$ cat src/rtl/uart_rx_buffer_if.sv
// Port bundle for uart_rx_buffer: receiver strobe side, consumer pop side and status outputs.
// master = the receiver and consumer that drive the buffer; slave = the buffer itself.
interface uart_rx_buffer_if #(
    parameter int DATA_W     = 7,
    parameter int DEPTH_LOG2 = 3
);
    logic [DATA_W-1:0]   in_data;
    logic                in_ready;
    logic                in_error;
    logic                rd_en;
    logic                ovf_clr;
    logic [DATA_W-1:0]   out_data;
    logic                out_error;
    logic                out_valid;
    logic                full;
    logic [DEPTH_LOG2:0] count;
    logic                overflow;
    logic [7:0]          err_count;

    // in_ready is a one-cycle strobe with no backpressure: a character offered while the
    // buffer is full (and not popping) is dropped. rd_en pops the head only when out_valid=1.
    modport master (
        output in_data, in_ready, in_error, rd_en, ovf_clr,
        input  out_data, out_error, out_valid, full, count, overflow, err_count
    );

    modport slave (
        input  in_data, in_ready, in_error, rd_en, ovf_clr,
        output out_data, out_error, out_valid, full, count, overflow, err_count
    );
endinterface

$ cat src/rtl/uart_rx_buffer.sv
// Show-ahead receive FIFO behind a UART receiver, with sticky overflow and parity-error count.
// Optional macro RX_DROP_PARITY_ERR_EN: parity-errored characters are counted but never stored.
module uart_rx_buffer #(
    parameter int DATA_W     = 7,
    parameter int DEPTH_LOG2 = 3
) (
    input  logic clk,
    input  logic rst,
    uart_rx_buffer_if.slave bus
);
    localparam int DEPTH = 1 << DEPTH_LOG2;
    localparam logic [DEPTH_LOG2:0] DEPTH_CNT = (DEPTH_LOG2+1)'(DEPTH);
    localparam logic [DEPTH_LOG2:0] CNT_ONE   = (DEPTH_LOG2+1)'(1);
`ifdef RX_DROP_PARITY_ERR_EN
    localparam int ENTRY_W = DATA_W;
`else
    localparam int ENTRY_W = DATA_W + 1;
`endif

    logic [ENTRY_W-1:0]    mem [DEPTH];
    logic [DEPTH_LOG2-1:0] wr_ptr;
    logic [DEPTH_LOG2-1:0] rd_ptr;
    logic [DEPTH_LOG2:0]   cnt;
    logic                  ovf;
    logic [7:0]            errc;

    logic                  not_empty;
    logic                  is_full;
    logic                  pop;
    logic                  store_ok;
    logic                  push;
    logic                  drop;
    logic                  err_strobe;
    logic [ENTRY_W-1:0]    head;

    assign not_empty  = (cnt != '0);
    assign is_full    = (cnt == DEPTH_CNT);
    assign pop        = bus.rd_en & not_empty;
`ifdef RX_DROP_PARITY_ERR_EN
    assign store_ok   = ~bus.in_error;
`else
    assign store_ok   = 1'b1;
`endif
    // A pop in the same cycle frees a slot, so a full FIFO still accepts the new character.
    assign push       = bus.in_ready & store_ok & (~is_full | pop);
    assign drop       = bus.in_ready & store_ok & is_full & ~pop;
    assign err_strobe = bus.in_ready & bus.in_error;

    // Storage is not reset; its contents are only observed while count is non-zero.
    always_ff @(posedge clk) begin
        if (push) begin
`ifdef RX_DROP_PARITY_ERR_EN
            mem[wr_ptr] <= bus.in_data;
`else
            mem[wr_ptr] <= {bus.in_error, bus.in_data};
`endif
        end
    end

    always_ff @(posedge clk or negedge rst) begin
        if (!rst) begin
            wr_ptr <= '0;
            rd_ptr <= '0;
            cnt    <= '0;
            ovf    <= 1'b0;
            errc   <= '0;
        end else begin
            if (push) wr_ptr <= wr_ptr + 1'b1;
            if (pop)  rd_ptr <= rd_ptr + 1'b1;

            unique case ({push, pop})
                2'b10:   cnt <= cnt + CNT_ONE;
                2'b01:   cnt <= cnt - CNT_ONE;
                default: cnt <= cnt;
            endcase

            // Set beats clear when both happen in one cycle.
            if (drop)             ovf <= 1'b1;
            else if (bus.ovf_clr) ovf <= 1'b0;

            if (err_strobe && errc != 8'hFF) errc <= errc + 8'd1;
        end
    end

    assign head          = mem[rd_ptr];
    assign bus.out_data  = not_empty ? head[DATA_W-1:0] : '0;
`ifdef RX_DROP_PARITY_ERR_EN
    assign bus.out_error = 1'b0;
`else
    assign bus.out_error = not_empty & head[DATA_W];
`endif
    assign bus.out_valid = not_empty;
    assign bus.full      = is_full;
    assign bus.count     = cnt;
    assign bus.overflow  = ovf;
    assign bus.err_count = errc;
endmodule

$ cat src/flat_wrapper.sv
// flat-port wrapper written by rule: the top's interface ports become plain ports
module uart_rx_buffer_flat 
#(
    parameter int DATA_W     = 7,
    parameter int DEPTH_LOG2 = 3
)
  (clk, rst, bus_in_data, bus_in_ready, bus_in_error, bus_rd_en, bus_ovf_clr, bus_out_data, bus_out_error, bus_out_valid, bus_full, bus_count, bus_overflow, bus_err_count);
  uart_rx_buffer_if #(.DATA_W(DATA_W), .DEPTH_LOG2(DEPTH_LOG2)) bus_i ();
  input  logic clk;
  input  logic rst;
  input wire logic [$bits(bus_i.in_data)-1:0] bus_in_data;
  input wire logic [$bits(bus_i.in_ready)-1:0] bus_in_ready;
  input wire logic [$bits(bus_i.in_error)-1:0] bus_in_error;
  input wire logic [$bits(bus_i.rd_en)-1:0] bus_rd_en;
  input wire logic [$bits(bus_i.ovf_clr)-1:0] bus_ovf_clr;
  output wire logic [$bits(bus_i.out_data)-1:0] bus_out_data;
  output wire logic [$bits(bus_i.out_error)-1:0] bus_out_error;
  output wire logic [$bits(bus_i.out_valid)-1:0] bus_out_valid;
  output wire logic [$bits(bus_i.full)-1:0] bus_full;
  output wire logic [$bits(bus_i.count)-1:0] bus_count;
  output wire logic [$bits(bus_i.overflow)-1:0] bus_overflow;
  output wire logic [$bits(bus_i.err_count)-1:0] bus_err_count;
  assign bus_i.in_data = bus_in_data;
  assign bus_i.in_ready = bus_in_ready;
  assign bus_i.in_error = bus_in_error;
  assign bus_i.rd_en = bus_rd_en;
  assign bus_i.ovf_clr = bus_ovf_clr;
  assign bus_out_data = bus_i.out_data;
  assign bus_out_error = bus_i.out_error;
  assign bus_out_valid = bus_i.out_valid;
  assign bus_full = bus_i.full;
  assign bus_count = bus_i.count;
  assign bus_overflow = bus_i.overflow;
  assign bus_err_count = bus_i.err_count;
  uart_rx_buffer #(.DATA_W(DATA_W), .DEPTH_LOG2(DEPTH_LOG2)) u_core (.clk(clk), .rst(rst), .bus(bus_i));
endmodule
$ cat config.mk
export PLATFORM = sky130hd
export DESIGN_NAME = uart_rx_buffer_flat
export DESIGN_NICKNAME = d
export VERILOG_FILES = /design/src/rtl/uart_rx_buffer_if.sv /design/src/rtl/uart_rx_buffer.sv /design/src/flat_wrapper.sv
export SDC_FILE = /design/constraint.sdc
export NUM_CORES = 1
export LEC_CHECK = 0
export ABC_CLOCK_PERIOD_IN_PS = 2900
export CAP_MARGIN = 20
export CORE_UTILIZATION = 42
export CTS_CLUSTER_DIAMETER = 80
export CTS_CLUSTER_SIZE = 16
export DETAILED_ROUTE_END_ITERATION = 6
export HOLD_SLACK_MARGIN = 0.03
export PLACE_DENSITY_LB_ADDON = 0.2
export SLEW_MARGIN = 20
export SYNTH_ARGS = -nofsm -noshare
export SYNTH_HDL_FRONTEND = slang
export SYNTH_SLANG_ARGS = --single-unit
$ cat constraint.sdc
create_clock -name clk -period 2.9 [get_ports clk]
set_input_delay 0.58 -clock clk [delete_from_list [all_inputs] [get_ports clk]]
set_output_delay 0.58 -clock clk [all_outputs]
set_load 0.005 [all_outputs]
==> flow_summary.toml <==
[synthesis]
synth_area_sq_um = 3620
synth_edf_count = 64
syn_nets = 265
post_synth.cell_area_avg_sq_um = 14.6
synth_flop_cell = "edfxtp_1"
synthCells = 248
yosysSeqAreaShare = 0.661
synth-seq-cells = 83
ys_types = 40
async_reset_ff_frac = 0.229
ys.warnings.count = 0

[hold_path]
min_from = "u_core.bus.err_count[0]$_DFFE_PN0P_"
min_to = "u_core.bus.err_count[0]$_DFFE_PN0P_"
hold_path.class = "reg2reg"
whs_path_depth = 1

[die]
fp.dieH_um = 94.9
num_rows = 33
start_util = 0.437
core_sq_um = 8300
die_area_sq_um = 9010
io_pins = 36
die_w_um = 94.9

[placed_design]
place_congestion = 0.714
io_buffers = 35
dp_hpwl_um = 4530
pre_cts_ws_ns = 0.482

[clock_tree]
hold_buffers = 0
cts_max_level = 3
cts_tree = "yes"
clkLatencyLatePin_ns = 0.35
cts_resized = 0
post_cts_buffers = 0
numCtsBuffers = 9
cts_sinks = 83
clk_root_buffer_cell = "clkbuf_8"
clk_pin_slew_ns = 0.08
cts_max_path_buffers = 2

[route]
drt_iter0_drc = 95
routed_wl_um = 6930
drcViolationCount = 0
wl_per_cell_um = 16.9
vias = 2138
vias_per_cell = 5.23
drt_pass1_iterations = 4
ant_nets = 0

[worst_setup_path]
worstPathRequired_ns = 2.32
start_kind = "flop"
r2r-start = "u_core.bus.count[1]$_DFFE_PN0P_"
path_max_fanout = 18
rr_worst_depth = 8
cp-end-kind = "primary output"
arrival_ns = 2.15
ff2ff_setup_slack_ns = 0.71
rr_endpoint = "u_core.bus.count[2]$_DFFE_PN0P_"
worstSetupPathType = "reg2out"

[final_layout]
regArea_sq_um = 2400
area_growth_syn_to_layout_pct = 20.6
n_fill_cell = 716
diodes = 0
final_common_cell = "edfxtp_1"
final_cell_mix = "edfxtp_1 (64), clkdlybuf4s50_1 (35), mux2_2 (19), dfrtp_1 (19)"
drive_above_1_share = 0.201
nets = 316
multiInputGateArea_sq_um = 1140

[global_routing]
grt_max_degree = 20
antenna_found_initial = 0
grt_usage = 0.167
overflow = 0
first_global_vias = 2145
grt_pass1_wl_um = 10800

[timing]
fin_crit_sh = 0.940
worst_hold_slack_ns = 0.525
tns_ns = 0
hold_viol_final = 0
setup_violations = 0
skew_ns = 0.00893
fmax_ghz = 0.367
rsz0062_at_grt = "false"
period_minus_slack_ns = 2.73
drv_slew = 0
slew_headroom = 0.732
timing.final.ws_setup_ns = 0.175
tightestPinTransition_ns = 0.402

[pwr]
ir_worst_vdd_mv = 0.418
power-per-cell-area_nw_per_um2 = 951
leakagePower_nw = 1.59

[status]
status = "finished clean"

[flow_run]
drv_cap = 0
[final cells by class]
class	instances	share of cell area
clock buffer	9	0.0283
sequential	83	0.549
timing repair buffer	53	0.111
inverter	4	0.00344
tap	105	0.0301
clock inverter	7	0.0175
multi-input combinational	148	0.261
[metrics by stage]
step | utilization | power, mW | instance area [sq um] | instances
finish | 0.527 | 4.15 | 4370 | 409
global route | 0.527 | 4.41 | 4370 | 409
CTS | 0.527 | 4.20 | 4370 | 409
detailed placement | 0.502 | 3.37 | 4170 | 393
global placement | 0.502 | 3.35 | 4170 | 393
floorplan | - | 2.68 | 3620 | 248
[metal layers]
layer | GRT usage | share of wire | routed length (um) | vias to the layer above
met3 | 0.0539 | 0.034 | 234 | 10
met1 | 0.208 | 0.45 | 3090 | 1042
li1 | - | - | - | 1043
met4 | 0.0556 | 0.017 | 116 | 0
met2 | 0.276 | 0.50 | 3490 | 43
met5 | 0 | 0 | 0 | -
[worst max-delay path, stage by stage (launching register included)]
cell             delay, ns
dfrtp_1               0.36
buf_4                 0.30
mux2i_1               0.13
a22o_1                0.24
nor3_1                0.21
clkdlybuf4s50_1       0.56
[cell usage after synthesis, types with 2 or more instances]
master     n  area [sq um]
mux2_2    19           214
a22o_1     8          70.1
inv_1      4          15.0
dfrtp_1   19           475
buf_2      8          40.0
buf_1      2          7.51
nand3_1    5          25.0
nand2b_1   4          25.0
buf_6      2          22.5
o21ai_0    3          15.0
xnor2_1    7          61.3
a21oi_1    3          15.0
xor2_1     4          35.0
nor2_1    11          41.3
nand2_1   14          52.6
o211ai_1   2          15.0
nor2b_1    2          12.5
a21o_1     2          15.0
nor3_1    16          80.1
edfxtp_1  64          1920
mux2i_1   18           180
o22ai_1    8          50.1
nor4_1     2          12.5
nand4_1    2          12.5
ha_1       4          50.1
[power breakdown]
| part | total, mW | internal [mW] | switching, mW |
|---|---|---|---|
| registers | 1.75 | 1.52 | 0.230 |
| clock network | 0.823 | 0.403 | 0.419 |
| logic | 1.58 | 0.877 | 0.702 |
[how the worst max path moves through the flow]
stage / startpoint / endpoint / depth (start not counted)
floorplan: bus_rd_en / u_core.mem[0][0]$_DFFE_PP_ / 3
finish: u_core.rd_ptr[1]$_DFFE_PN0N_ / bus_out_data[2] / 5
CTS: u_core.rd_ptr[1]$_DFFE_PN0N_ / bus_out_error / 5
global route: u_core.rd_ptr[1]$_DFFE_PN0N_ / bus_out_data[2] / 5
global placement: bus_in_ready / u_core.bus.count[2]$_DFFE_PN0P_ / 8
detailed placement: bus_in_ready / u_core.bus.count[2]$_DFFE_PN0P_ / 8
[logic make-up (layout without fill, tap and decap cells)]
| logic type | count (synthesis) | count (layout) | share of synthesized area |
|---|---|---|---|
| AO/OA/AOI/OAI | 32 | 32 | 0.0694 |
| AND/OR/NAND/NOR | 64 | 64 | 0.0946 |
| XOR/XNOR | 11 | 11 | 0.0266 |
| buffers and inverters | 17 | 73 | 0.0255 |
| multiplexers | 37 | 37 | 0.109 |
| flip-flops | 83 | 83 | 0.661 |
| adder cells (fa/ha/maj) | 4 | 4 | 0.0138 |
[state kept, by name (all words and copies together), names as in the netlist]
register,cells
u_core.mem,64
u_core.rd_ptr,3
u_core.bus.overflow,1
u_core.bus.err_count,8
u_core.wr_ptr,3
u_core.bus.count,4
(Power assumes the default switching activity.)
